$ cat config.mk
export PLATFORM = sky130hd
export DESIGN_NAME = data_bus_arbiter_flat
export DESIGN_NICKNAME = d
export VERILOG_FILES = /design/src/rtl/data_bus_arbiter_if.sv /design/src/rtl/data_bus_arbiter.sv /design/src/flat_wrapper.sv
export SDC_FILE = /design/constraint.sdc
export NUM_CORES = 1
export LEC_CHECK = 0
export CAP_MARGIN = 20
export CORE_MARGIN = 10
export CORE_UTILIZATION = 45
export CTS_CLUSTER_SIZE = 24
export DETAILED_ROUTE_END_ITERATION = 6
export GPL_TIMING_DRIVEN = 0
export PLACE_DENSITY = 0.75
export SYNTH_ARGS = -nofsm -noshare
export SYNTH_HDL_FRONTEND = slang
export SYNTH_SLANG_ARGS = --single-unit
$ cat constraint.sdc
create_clock -name clk -period 2.9 [get_ports clk]
set_clock_uncertainty 0.2 [all_clocks]
set_input_delay 0.29 -clock clk [delete_from_list [all_inputs] [get_ports clk]]
set_output_delay 0.29 -clock clk [all_outputs]
set_load 0.01 [all_outputs]
$ cat src/rtl/data_bus_arbiter_if.sv
// Bundle of per-channel request/flag inputs and grant/strobe outputs for the FIFO data bus arbiter.
// Channel bit mapping everywhere: [0]=fft, [1]=fir, [2]=iir.
interface data_bus_arbiter_if;
  logic [2:0]  get_req;
  logic [2:0]  put_req;
  logic [2:0]  empty;
  logic [2:0]  full;
  logic [2:0]  grant;
  logic        dir;
  logic        bus_oe;
  logic [2:0]  rd_en;
  logic [2:0]  wr_en;
  logic [15:0] xfer_cnt;

  modport master (
    output get_req, put_req, empty, full,
    input  grant, dir, bus_oe, rd_en, wr_en, xfer_cnt
  );

  modport slave (
    input  get_req, put_req, empty, full,
    output grant, dir, bus_oe, rd_en, wr_en, xfer_cnt
  );
endinterface

$ cat src/rtl/data_bus_arbiter.sv
// Round-robin owner of a shared data bus across three FIFO channels, bursts of up to BURST_MAX beats.
// Grant registered 1 cycle after request; strobes are combinational and drop the same cycle a FIFO flag blocks.
module data_bus_arbiter #(
  parameter int BURST_MAX = 4
) (
  input logic                 clk,
  input logic                 rst,
  data_bus_arbiter_if.slave   bus
);

  localparam logic [1:0] S_IDLE = 2'd0;
  localparam logic [1:0] S_OWN  = 2'd1;
  localparam logic [1:0] S_TURN = 2'd2;
  localparam logic [3:0] BEAT_LAST = 4'(BURST_MAX - 1);

  logic [1:0]  r_state;
  logic [2:0]  r_grant;
  logic        r_dir;
  logic [1:0]  r_last;
  logic [3:0]  r_beat;
  logic [15:0] r_xfer_cnt;

  logic [2:0]  w_get_elig;
  logic [2:0]  w_put_elig;
  logic [2:0]  w_any_elig;
  logic        w_xfer;
  logic        w_last_beat;
  logic        w_found;
  logic [1:0]  w_win;

  assign w_get_elig  = bus.get_req & ~bus.empty;
  assign w_put_elig  = bus.put_req & ~bus.full;
  assign w_any_elig  = w_get_elig | w_put_elig;
  assign w_last_beat = (r_beat == BEAT_LAST);

  // Beat qualifies on current flags, so a FIFO going full/empty this cycle suppresses the strobe.
  assign w_xfer = (r_state == S_OWN) && !rst &&
                  (r_dir ? |(w_put_elig & r_grant) : |(w_get_elig & r_grant));

  function automatic logic [1:0] next_ch(input logic [1:0] c);
    return (c == 2'd2) ? 2'd0 : c + 2'd1;
  endfunction

  always_comb begin
    logic [1:0] cand;
    w_found = 1'b0;
    w_win   = 2'd0;
    cand    = next_ch(r_last);
    for (int k = 0; k < 3; k++) begin
      if (!w_found && w_any_elig[cand]) begin
        w_found = 1'b1;
        w_win   = cand;
      end
      cand = next_ch(cand);
    end
  end

  always_ff @(posedge clk) begin
    if (rst) begin
      r_state    <= S_IDLE;
      r_grant    <= 3'b000;
      r_dir      <= 1'b0;
      r_last     <= 2'd2;
      r_beat     <= 4'd0;
      r_xfer_cnt <= 16'd0;
    end else begin
      if (w_xfer) begin
        r_xfer_cnt <= r_xfer_cnt + 16'd1;
        r_beat     <= r_beat + 4'd1;
      end
      case (r_state)
        S_OWN: begin
          if (!w_xfer || w_last_beat) begin
            r_state <= (|w_any_elig) ? S_TURN : S_IDLE;
            r_grant <= 3'b000;
          end
        end
        default: begin
          // IDLE and TURN both arbitrate; TURN exists only to force one dead cycle between owners.
          if (w_found) begin
            r_state <= S_OWN;
            r_grant <= 3'b001 << w_win;
            r_dir   <= !w_get_elig[w_win];
            r_last  <= w_win;
            r_beat  <= 4'd0;
          end else begin
            r_state <= S_IDLE;
          end
        end
      endcase
    end
  end

  assign bus.grant    = r_grant;
  assign bus.dir      = r_dir;
  assign bus.bus_oe   = (r_state == S_OWN) && !r_dir;
  assign bus.rd_en    = (w_xfer && !r_dir) ? r_grant : 3'b000;
  assign bus.wr_en    = (w_xfer && r_dir) ? r_grant : 3'b000;
  assign bus.xfer_cnt = r_xfer_cnt;

endmodule

$ cat src/flat_wrapper.sv
// flat-port wrapper written by rule: the top's interface ports become plain ports
module data_bus_arbiter_flat 
#(
  parameter int BURST_MAX = 4
)
  (clk, rst, bus_get_req, bus_put_req, bus_empty, bus_full, bus_grant, bus_dir, bus_bus_oe, bus_rd_en, bus_wr_en, bus_xfer_cnt);
  data_bus_arbiter_if bus_i ();
  input logic clk;
  input logic rst;
  input wire logic [$bits(bus_i.get_req)-1:0] bus_get_req;
  input wire logic [$bits(bus_i.put_req)-1:0] bus_put_req;
  input wire logic [$bits(bus_i.empty)-1:0] bus_empty;
  input wire logic [$bits(bus_i.full)-1:0] bus_full;
  output wire logic [$bits(bus_i.grant)-1:0] bus_grant;
  output wire logic [$bits(bus_i.dir)-1:0] bus_dir;
  output wire logic [$bits(bus_i.bus_oe)-1:0] bus_bus_oe;
  output wire logic [$bits(bus_i.rd_en)-1:0] bus_rd_en;
  output wire logic [$bits(bus_i.wr_en)-1:0] bus_wr_en;
  output wire logic [$bits(bus_i.xfer_cnt)-1:0] bus_xfer_cnt;
  assign bus_i.get_req = bus_get_req;
  assign bus_i.put_req = bus_put_req;
  assign bus_i.empty = bus_empty;
  assign bus_i.full = bus_full;
  assign bus_grant = bus_i.grant;
  assign bus_dir = bus_i.dir;
  assign bus_bus_oe = bus_i.bus_oe;
  assign bus_rd_en = bus_i.rd_en;
  assign bus_wr_en = bus_i.wr_en;
  assign bus_xfer_cnt = bus_i.xfer_cnt;
  data_bus_arbiter #(.BURST_MAX(BURST_MAX)) u_core (.clk(clk), .rst(rst), .bus(bus_i));
endmodule
==> metrics <==
synth top area cells=dfxtp_1, a21oi_1, o21ai_0; Worst-Margin Slew=about 0.82 ns; vias in the first global route=1535; All-Layer GR Usage=14.3%; Reg-to-Reg Start=u_core.bus.grant[0]$_SDFFE_PP0P_; grt met1 use=approximately 18%; share of the synthesized area in the top cell type=35.2%; kind of critical path=in -> out; pre-CTS setup slack=-0.218 ns; DIE HEIGHT=79.5 um; final setup margin=between 0.07 and 0.08 ns; Sw Share=28.7%; start point of the worst hold path=rst; vias per cell=approximately 5.8; Critical Path End Type=output port; CTS Sinks=28; Primary FF master, synth=dfxtp_1; TritonCTS clock tree=yes; CTS buffer count=3; Final Hold Fails=0; r2r setup slk=0.83 ns; Synth cell types=38; H-tree depth=1; routability cong.=0.881; global route hottest layer=met2; CTS Buffer Depth=2; Initial DRC Count=128; share of post-route cells with drive strength above 1=10.1%; Slew Limit Fails=0; Antenna Nets Post-Route=0; post-synth net total=around 210; reg2reg path depth=6; Antenna diodes=0; Vias=1635; Clk Latency, worst-skew pair=0.33 ns; leak pwr=0.723 nW; Hold-fix buffers, CTS=0; root buf cell=clkbuf_4; synth cell count leaders=dfxtp_1, a21oi_1, nand2_1; crit path DAT=2.33 ns; Final min period=~2.8 ns; GRT Residual Overflow=0; Clk pwr share=between 20% and 30%; RSZ-0062 raised after global routing=false; fmax=0.354 GHz; sequential power share=a little under half; fillers=278; number of cells on the worst hold path=3; register area share after synthesis=35.2%; WL/cell=15.8 um; startpoint types=input port; Worst Hold End=u_core.r_state[1]$_SDFFE_PP0P_; Util after Layout=62.7%; Synth Cell Area=0.00159 mm2; Rows=21; syn avg cell area=8.33 um2; max cap viols=0; met3 GRT Util=under 10%; post-DP HPWL=between 3 and 4 mm; nets=between 200 and 300; CTS clk-pin slew, worst paths=0.16 ns; initial core utilization=47.0%; Area Growth Syn to Fin=33.6%; status=complete, no violations; leading cell type by number of instances after synthesis=dfxtp_1; Syn Inst Count=191; initial antenna violation count=0; drt total wl=4.48 mm; Chip Width=79.5 um; M2 GR Usage=24.4%; Pint=0.636 mW; period utilisation layout=97.4%; reg2reg end=u_core.bus.xfer_cnt[10]$_SDFFE_PP0P_; leading area contributor after synthesis=dfxtp_1; largest net degree at the start of global routing=20; Worst Path Max Fanout=6; Peak supply drop=around 0.00031 V; final setup violating endpoints=0; post-synthesis async set-or-reset flop share=0%; DRT Pass-1 Iters=4; Synth Register Bits=28; I/O Buffers=39; Post-synth EDFFs=0; Sw Pwr=0.257 mW; pwr dens=about 420 mW/mm2; IO Count=41; core footprint=around 0.0034 mm2; min-delay worst type=in -> reg; yosys warns=0; Comb power frac=23.3%; first-pass GRT wire length=7.58 mm; slew margin rel.=44.6%; residual DRC count=0; worst hold slack=0.0632 ns; data required time at the worst endpoint=2.41 ns; die area=0.00632 mm2
==> worst max-delay path by stage <==
stage	startpoint	end	slack [ns]	cells after the start
floorplan	u_core.bus.grant[0]$_SDFFE_PP0P_	bus_rd_en[0]	0.90	6
global placement	bus_get_req[0]	bus_rd_en[0]	-0.19	8
detailed placement	bus_get_req[0]	bus_rd_en[0]	-0.22	8
CTS	bus_get_req[0]	bus_wr_en[2]	0.02	7
global route	bus_get_req[0]	bus_wr_en[2]	0.01	7
finish	bus_get_req[0]	bus_wr_en[2]	0.08	7
==> power groups by stage <==
stage	logic (mW)	clock network, mW	registers (mW)
finish	0.208	0.263	0.422
global placement	0.182	0	0.429
CTS	0.203	0.265	0.420
detailed placement	0.183	0	0.429
floorplan	0.114	0	0.427
global route	0.225	0.281	0.425
==> worst max-delay path, cell delays in order <==
cell	delay, ns
clkdlybuf4s50_1	0.52
nand2b_4	0.09
o2111ai_4	0.27
buf_4	0.18
and3_2	0.26
and3_1	0.19
clkdlybuf4s50_1	0.54
==> what timing repair did <==
action                                  in CTS  in global routing
pin swaps                                    2                  0
buffers inserted                             5                  0
endpoints found under the setup margin       6                  4
gates resized for setup                      0                  3
==> flip-flops by register name, indices dropped and copies added, names as in the netlist <==
register / flops
u_core.r_state: 2
u_core.bus.dir: 1
u_core.r_beat: 4
u_core.bus.xfer_cnt: 16
u_core.r_last: 2
u_core.bus.grant: 3
==> layout make-up <==
cell class | count | area [um2] | area share [%]
inverters | 8 | 30.0 | 1.41
multi-input cells | 148 | 961 | 45.2
clock inverters | 1 | 30.0 | 1.41
flip-flops and latches | 28 | 563 | 26.5
repair buffers | 44 | 428 | 20.1
clock buffers | 3 | 22.5 | 1.06
plain buffers | 5 | 33.8 | 1.59
well taps | 46 | 57.6 | 2.71
==> per-stage QoR <==
stage	instances	power, mW	setup TNS [ns]	instance area [um2]
6_report	283	0.893	0	2130
5_1_grt	283	0.931	0	2130
4_1_cts	283	0.889	0	2120
3_5_place_dp	276	0.611	-0.603	2040
3_3_place_gp	276	0.610	-0.521	2040
2_1_floorplan	191	0.540	0	1590
==> metal layers <==
layer	routed length (um)	vias up
li1	-	805
met1	1930	769
met2	2200	57
met3	318	4
met4	32	0
met5	0	-
==> cell usage in the layout, fill, tap and decap left out, types with 4 or more instances in the layout <==
master           instances
clkdlybuf4s50_1         39
nand2_1                 15
or4_1                    6
and3_1                   5
nand3b_1                 4
dfxtp_1                 26
a21oi_1                 19
buf_4                    5
or3_1                    4
inv_1                    6
nor2_1                  12
o21ai_0                 13
xor2_1                   4
o31ai_1                  8
nor3_1                   4
nand3_1                  7
nand2b_1                 6
and2_1                   4
nand4_1                 10
==> cell families (layout without fill, tap and decap cells) <==
logic type                 Yosys count  count (layout)  share of synthesized area, %
muxes                                1               1                         0.629
buffers and inverters               15              61                          4.48
DFF                                 28              28                          35.2
and+or+nand+nor                     87              87                          32.5
AOI/OAI and AO/OA                   52              52                          22.2
adders and majority gates            2               2                          1.57
xor gates and xnor gates             6               6                          3.30
Note: power is estimated with default switching activity, not from simulation.
